==> src/rtl/rally_ctrl.sv <==
// rally_ctrl: round sequencer for PikaBall.
// Holds ball/NPC/player in reset between rallies, releases them for play,
// detects touchdown, awards the point, picks the next server, and ends the
// game once a side reaches WIN_SCORE. Reset is synchronous and active-low.
module rally_ctrl #(
  parameter int VBUF_H    = 240,
  parameter int NET_POS   = 160,
  parameter int BALL_W    = 32,
  parameter int GROUND_Y  = 220,
  parameter int BALL_H    = 32,
  parameter int SERVE_CYC = 50_000_000,
  parameter int POINT_CYC = 100_000_000,
  parameter int WIN_SCORE = 15
) (
  input  logic        clk,
  input  logic        reset_n,
  input  logic        btn_start,
  input  logic [11:0] ball_pos_x,
  input  logic [11:0] ball_pos_y,
  output logic        obj_rst_n,
  output logic        play_en,
  output logic        serve_side,
  output logic [3:0]  score_player,
  output logic [3:0]  score_npc,
  output logic        game_over,
  output logic [2:0]  state
);

  typedef enum logic [2:0] {
    S_IDLE     = 3'd0,
    S_SERVE    = 3'd1,
    S_PLAY     = 3'd2,
    S_POINT    = 3'd3,
    S_GAMEOVER = 3'd4
  } state_t;

  localparam logic [31:0] SERVE_LAST = 32'(SERVE_CYC - 1);
  localparam logic [31:0] POINT_LAST = 32'(POINT_CYC - 1);
  localparam logic [3:0]  WIN4       = 4'(WIN_SCORE);
  localparam logic [12:0] BALL_H13   = 13'(BALL_H);
  localparam logic [12:0] HALF_W13   = 13'(BALL_W / 2);
  localparam logic [12:0] GROUND13   = 13'(GROUND_Y);
  localparam logic [12:0] NET13      = 13'(NET_POS);
  localparam logic [11:0] VBUF12     = 12'(VBUF_H);

  // Start button synchroniser and edge detector
  logic btn_meta, btn_sync, btn_prev, start_pulse;

  // Registered ball position and the decisions derived from it
  logic [11:0] reg_x, reg_y;
  logic        touchdown, side_npc;

  // FSM state, dwell timer and scoring controls
  state_t      state_q, state_d;
  logic [31:0] timer_q;
  logic        clear_scores, award_player, award_npc;

  // Unregistered versions of the control outputs
  logic obj_rst_n_d, play_en_d, game_over_d;

  // Two-flop synchroniser, then a registered rising-edge pulse (3 cycles after the press)
  always_ff @(posedge clk) begin
    // NOTE: sequential state uses non-blocking assignments so every flop samples pre-edge values.
    if (!reset_n) begin
      btn_meta    <= 1'b0;
      btn_sync    <= 1'b0;
      btn_prev    <= 1'b0;
      start_pulse <= 1'b0;
    end else begin
      btn_meta    <= btn_start;
      btn_sync    <= btn_meta;
      btn_prev    <= btn_sync;
      start_pulse <= btn_sync & ~btn_prev;
    end
  end

  // Capture ball position once so touchdown/side logic sees a stable value
  always_ff @(posedge clk) begin
    if (!reset_n) begin
      reg_x <= '0;
      reg_y <= '0;
    end else begin
      reg_x <= ball_pos_x;
      reg_y <= ball_pos_y;
    end
  end

  // 13-bit sums so a ball near the 12-bit limit cannot wrap back above the floor.
  // A ball below the visible frame always counts as landed, even if GROUND_Y is retuned.
  assign touchdown = (({1'b0, reg_y} + BALL_H13) >= GROUND13) || (reg_y >= VBUF12);
  assign side_npc  = ({1'b0, reg_x} + HALF_W13) >= NET13;

  // State register plus the registers that change on transitions (timer, scores, server)
  always_ff @(posedge clk) begin
    if (!reset_n) begin
      state_q      <= S_IDLE;
      timer_q      <= '0;
      score_player <= '0;
      score_npc    <= '0;
      serve_side   <= 1'b0;
    end else begin
      state_q <= state_d;

      if (state_d != state_q) begin
        timer_q <= '0;
      end else if (state_q == S_SERVE || state_q == S_PLAY || state_q == S_POINT) begin
        // Saturate so a very long rally cannot wrap back into the touchdown guard window
        timer_q <= timer_q + {31'd0, (timer_q != '1)};
      end else begin
        timer_q <= '0;
      end

      if (clear_scores) begin
        score_player <= '0;
        score_npc    <= '0;
        serve_side   <= 1'b0;
      end else if (award_player) begin
        if (score_player < WIN4) score_player <= score_player + 4'd1;
        serve_side <= 1'b0;
      end else if (award_npc) begin
        if (score_npc < WIN4) score_npc <= score_npc + 4'd1;
        serve_side <= 1'b1;
      end
    end
  end

  // Next-state decision and the one-cycle scoring strobes
  always_comb begin
    // NOTE: every comb output gets a default first, so no path can infer a latch.
    state_d      = state_q;
    clear_scores = 1'b0;
    award_player = 1'b0;
    award_npc    = 1'b0;
    case (state_q)
      S_IDLE, S_GAMEOVER: begin
        if (start_pulse) begin
          clear_scores = 1'b1;
          state_d      = S_SERVE;
        end
      end
      S_SERVE: begin
        if (timer_q == SERVE_LAST) state_d = S_PLAY;
      end
      S_PLAY: begin
        // First two PLAY cycles still see serve-spot positions in the register pipeline
        if (timer_q >= 32'd2 && touchdown) begin
          state_d = S_POINT;
          if (side_npc) award_player = 1'b1;
          else          award_npc    = 1'b1;
        end
      end
      S_POINT: begin
        if (timer_q == POINT_LAST) begin
          if (score_player == WIN4 || score_npc == WIN4) state_d = S_GAMEOVER;
          else                                           state_d = S_SERVE;
        end
      end
      default: state_d = S_IDLE;
    endcase
  end

  // Control levels implied by the current state
  always_comb begin
    obj_rst_n_d = 1'b0;
    play_en_d   = 1'b0;
    game_over_d = 1'b0;
    case (state_q)
      S_PLAY: begin
        obj_rst_n_d = 1'b1;
        play_en_d   = 1'b1;
      end
      S_POINT:    obj_rst_n_d = 1'b1;
      S_GAMEOVER: game_over_d = 1'b1;
      default: ;
    endcase
  end

  // Register the control outputs so downstream blocks see glitch-free levels
  always_ff @(posedge clk) begin
    if (!reset_n) begin
      obj_rst_n <= 1'b0;
      play_en   <= 1'b0;
      game_over <= 1'b0;
    end else begin
      obj_rst_n <= obj_rst_n_d;
      play_en   <= play_en_d;
      game_over <= game_over_d;
    end
  end

  assign state = state_q;

endmodule

==> config.mk <==
export PLATFORM = sky130hd
export DESIGN_NAME = rally_ctrl
export DESIGN_NICKNAME = d
export VERILOG_FILES = /design/src/rtl/rally_ctrl.sv
export SDC_FILE = /design/constraint.sdc
export NUM_CORES = 1
export LEC_CHECK = 0
export ABC_AREA = 0
export CORE_ASPECT_RATIO = 1.75
export CORE_MARGIN = 2
export CORE_UTILIZATION = 47
export DETAILED_ROUTE_END_ITERATION = 10
export DONT_BUFFER_PORTS = 1
export PLACE_DENSITY_LB_ADDON = 0.3
export SLEW_MARGIN = 20
export SYNTH_ARGS = -nofsm -noshare
export SYNTH_HDL_FRONTEND = slang
export SYNTH_SLANG_ARGS = --single-unit
export TNS_END_PERCENT = 10
==> constraint.sdc <==
create_clock -name clk -period 5.46 [get_ports clk]
set_input_delay 0.546 -clock clk [delete_from_list [all_inputs] [get_ports clk]]
set_output_delay 0.546 -clock clk [all_outputs]
set_load 0.1 [all_outputs]
# Yosys cells after proc, flatten, opt, wreduce, memory -nomap -nowiden
# Cells that the tools add are included.
[word_totals]
register_bits = 75
inputBits = 27
out_inout_bits = 15
elab_cells = 70
[op_classes]
n_addsub = 5
magnitude_cmp = 6
eq_ne = 10
muxes = 17
n_bitwise = 5
n_reduce_logical = 13
[ops]
columns = ["operator", "n"]
rows = [
  ["32-bit by 1-bit adder with 32-bit output", 1],
  ["32-bit by 26-bit == test with 1-bit output (second input constant)", 1],
  ["32-bit by 27-bit == test with 1-bit output (second input constant)", 1],
  ["32-bit by 2-bit greater-or-equal comparator with 1-bit output (second input constant)", 1],
  ["32-bit != test (second input constant)", 1],
  ["13-bit by 8-bit greater-or-equal comparator with 1-bit output (second input constant)", 2],
  ["3-bit 2-to-1 mux", 5],
  ["12-bit by 5-bit adder with 13-bit output (second input constant)", 1],
  ["12-bit by 6-bit adder with 13-bit output (second input constant)", 1],
  ["12-bit by 8-bit greater-or-equal comparator with 1-bit output (second input constant)", 1],
  ["3-bit one-hot mux with 4 select lines", 1],
  ["1-bit 2-to-1 mux", 11],
  ["4-bit by 1-bit adder with 4-bit output (second input constant)", 2],
  ["4-bit == test (second input constant)", 2],
  ["4-bit less-than comparator (second input constant)", 2],
  ["3-bit by 2-bit == test with 1-bit output (second input constant)", 2],
  ["2-bit OR reduction", 3],
  ["3-bit OR reduction", 2],
  ["1-bit logical OR", 4],
  ["1-bit NOT", 4],
  ["3-bit by 1-bit == test with 1-bit output (second input constant)", 1],
  ["3-bit == test (second input constant)", 1],
  ["3-bit logical NOT", 1],
  ["3-bit != test", 1],
  ["other kinds (4)", 4],
]

# Depth between registers and ports, before layout
[logic_depth]
depth_word = 8
mapped_depth = 13
depth_no_buf = 13

# Least setup slack after synthesis
# No wires, ideal clock.
[synth_path]
path_type = "reg-to-reg"
start = "register state_q[0] (netlist: state[0])"
end = "register timer_q[17]"
setup_ns = 0.123
t_arrival_ns = 2.602
t_required_ns = 5.337
slack_ns = 2.736
path_stages_with_launch = 9
path_buffers = 2
synth_period_minus_slack_ns = 2.724
path_cell_list = "dfxtp_1 clkbuf_1 clkinv_1 nor3_1 a22o_1 a21oi_2 nand4_4 buf_2 a21oi_2"
[synth_between]
elab_chain_len = 5
word_cells_on_any_way = 16
classes_between = "eq/ne (5); mux (5); bitwise (1); reduce/logical (5)"
[synth_lines]
columns = ["element", "line_no", "source"]
rows = [
  ["start, declared", "54", "state_t state_q, state_d;"],
  ["start signal, assigned", "102", "state_q <= state_d;"],
  ["3-bit == test (tied with other cells)", "134", "case (state_q)"],
  ["2-bit OR reduction / 1-bit logical OR (equally long branches)", "134, 106", ""],
  ["3-bit one-hot mux with 4 select lines / 1-bit logical OR (equally long branches)", "134, 106", ""],
  ["3-bit != test / 1-bit NOT (equally long branches)", "--", ""],
  ["3-bit OR reduction (no line) *", "--", ""],
  ["end signal, assigned", "108", "timer_q <= timer_q + {31'd0, (timer_q != '1)};"],
  ["end, declared", "55", "logic [31:0] timer_q;"],
]
# Every way passes the cells marked *; elsewhere a longest branch is shown, timed or not.
# A chain may end at the register's enable or synchronous reset.

# Worst setup path in the final report
[layout_path]
start = "register timer_q[4]"
end = "register timer_q[28]"
[layout_between]
elab_chain_len = 6
word_cells_on_any_way = 12
classes_between = "add/sub (1); order compare (1); eq/ne (4); mux (4); reduce/logical (2)"
[layout_lines]
columns = ["element", "line_no", "source"]
rows = [
  ["32-bit by 2-bit greater-or-equal comparator with 1-bit output", "146", "if (timer_q >= 32'd2 && touchdown) begin"],
  ["1-bit logical AND", "146", ""],
  ["3-bit 2-to-1 mux", "146", ""],
  ["3-bit one-hot mux with 4 select lines", "134", ""],
  ["3-bit != test", "104", "if (state_d != state_q) begin"],
  ["3-bit OR reduction (no line)", "--", ""],
]
# Parallel ways exist; a longest one is shown, timed or not.

==> flow_summary.toml <==
[run_status]
status = "finished, final reports clean"

[timing]
finalCriticalPeriod_ns = 3.02
fin_hold_ws_ns = 0.331
tns_ns = 0
setup_viol = 0
rsz0062_at_grt = "no"
worstMarginPinSlew_ns = 1.07
slew_headroom_pct = 28.9
post-route-period-util_pct = 55.3
max_freq_mhz = 331
hold_viol_final = 0
fin_worst_skew_ns = 0.00578
final_max_slew_viol_count = 0

[global_routing]
grt.total_usage_pct = 20.2
grt_pass1_vias = 2924
grt_max_degree = 35
antenna_found_initial = 0
grt_pass1_wl_um = 13400
overflow = 0

[die]
io-pin-count = 42
die_w_um = 70.7
die_h_um = 121
die_area_mm2 = 0.00853
initial_core_util_pct = 48.3
core-area_mm2 = 0.00757
rows = 42

[worst_setup_path]
path_max_fanout = 8
worstPathRequired_ns = 5.72
path_cells = "nand3_1, nor2_1, nand3_1, nor2_1, nand4_1, ha_1, ha_1, nand3_1, or4_1, or4_1, xnor2_1, nand2_1, a21oi_2"
max_stage_delay_ns = 0.48
endpoint_kind = "flop"
critPathSlowestCell = "or4_1"
cpMostUsedCell = "nand3_1"
critPathLaunchType = "flop"
arrival_ns = 3.28
crit_type = "reg -> reg"

[clock_network]
cts_inserted_buffers = 9
clock-sinks = 75
clkLatencyLatePin_ns = 0.33
cts-resized-gates = 0
cts_buffer_depth = 2
cts_hold_buf = 0
cts.clk_slew.worst_paths_ns = 0.06
htreeDepth = 3
cts-root-buf = "clkbuf_16"
cts_tree = "yes"
cts_setup_buffers = 0

[synth]
synth_nets = 428
synth_top_area_share_pct = 41.1
synth.area.top_cells = "dfxtp_1 (41%), xnor2_1 (5.7%), and2_1 (5.3%)"
async_reset_ff_share_pct = 0
syn_area_per_cell_um2 = 9.33
ys_types = 51
synthCells = 392
ys_warn_count = 0
ys_seq_area_share_pct = 41.1
synth_edf_count = 0
syn_area_mm2 = 0.00366
yosys.area.top_type = "dfxtp_1"
ys.flop_type = "dfxtp_1"
synth_seq_cells = 75

[pwr]
vdd_drop_max_mv = 0.256
power.density_mw_per_mm2 = 311
p_total_mw = 1.25
p_leak_nw = 1.38

[detailed_routing]
detail-route-antenna-nets = 0
drt-initial-drc-count = 179
drc = 0
wl_per_cell_um = 16.3
vias = 2909
first_pass_iters = 4
viasPerCell = 5.99
wl_um = 7930

[cells_and_area]
fillers = 735
diodes = 0
drive_gt1_share_pct = 13.6
layout.nets = 430
post-route-util_pct = 53.2
area_growth_pct = 10.1
final_cells = 486

[place]
dpl.cell_count = 471
place.gp.congestion = 0.882
port_buffers = 0
post-dp-hpwl_um = 5840

[job]
maxCapViolCount = 0

[min_path]
hold_path_class = "in -> reg"
-- worst max-delay path: cells and delay by family (launching register included) --
kind | cells | cell delay, ns
flops | 1 | 0.36
fa+ha+maj | 2 | 0.43
xor+xnor | 1 | 0.16
compound gates | 1 | 0.13
simple gates | 9 | 1.87
-- cells in the mapped netlist (7+ instances only) --
cell	number
nand3_1	19
a21oi_2	17
clkbuf_1	8
xnor2_1	24
and2_1	31
nand4_1	14
dfxtp_1	75
ha_1	9
xor2_1	11
nand2_1	32
and4_1	7
a211oi_1	16
nor3_1	9
and3_1	14
inv_1	12
nor2_1	26
-- layer usage --
layer	vias to the layer above	routed length [um]	share of wire [%]	GRT usage, %
li1	1410	-	-	-
met1	1384	2760	35	19.1
met2	93	4410	56	37.9
met3	22	418	5.3	5.08
met4	0	346	4.4	12.5
met5	-	0	0	0
-- sequential cells by signal, summed over array words and instances (netlist names), 3 cells and up --
name,cells
score_player,4
reg_y,12
score_npc,4
timer_q,32
state,3
reg_x,12
-- cell families after synthesis --
kind of cell	Yosys count	synth area share, %
simple gates	185	29.7
flops	75	41.1
compound gates	59	13.7
xor+xnor	35	8.38
buf+inv	26	3.25
fa+ha+maj	9	3.08
mux	3	0.821
-- cells in the final DEF (no fill, tap or decap), types with 2 or more instances in the layout --
| cell | instances |
|---|---|
| nor4b_1 | 2 |
| nor4_1 | 5 |
| nor2_1 | 25 |
| clkbuf_16 | 9 |
| a21oi_1 | 2 |
| nor4b_2 | 2 |
| a21oi_2 | 17 |
| buf_4 | 4 |
| and4_1 | 7 |
| xor2_1 | 11 |
| clkbuf_1 | 2 |
| a211oi_2 | 4 |
| nand2_1 | 32 |
| or4_1 | 5 |
| o21ai_0 | 2 |
| inv_1 | 12 |
| dfxtp_1 | 75 |
| a211oi_1 | 16 |
| ha_1 | 9 |
| nor3b_1 | 2 |
| and2_1 | 31 |
| nor3_1 | 9 |
| clkbuf_8 | 2 |
| nor4_2 | 5 |
| and3_1 | 14 |
| a31oi_1 | 5 |
| a21o_1 | 3 |
| mux2i_1 | 3 |
| nand3_1 | 19 |
| o21a_1 | 2 |
| nand2b_1 | 2 |
| nand4_1 | 14 |
| xnor2_1 | 24 |
| nor2b_1 | 2 |
-- final cells by class --
class,instances,area [um^2],area share [%]
Multi-Input combinational cell,291,2040,50.7
Tap cell,88,110,2.74
Clock inverter,2,35.0,0.871
Timing Repair Buffer,4,30.0,0.746
Sequential cell,75,1500,37.3
Inverter,13,48.8,1.21
Clock buffer,13,260,6.47
-- path summary, 6_finish.rpt --
path	startpoint	end	slack [ns]	cells past startpoint
worst max-delay path	timer_q[4]	timer_q[28]	2.44	13
worst min-delay path	reset_n	reg_x[6]	0.33	1
worst max register to register	timer_q[4]	timer_q[28]	2.44	13
worst min register to register	btn_prev	start_pulse	0.40	1
-- stage by stage --
stage          instance area (um^2)  worst slack (ns)
2_1_floorplan                  3660              2.74
3_3_place_gp                   3730              2.57
3_5_place_dp                   3730              2.46
4_1_cts                        4020              2.46
5_1_grt                        4020              2.25
6_report                       4020              2.44
-- power breakdown --
part           total (mW)  internal [mW]  switching, mW  leakage (nW)
registers           0.569          0.560        0.00918         0.612
clock network       0.586          0.375          0.211         0.146
logic              0.0941         0.0238         0.0703         0.620
total                1.25          0.959          0.290          1.38
No activity file was read; power rests on OpenSTA's default activity.
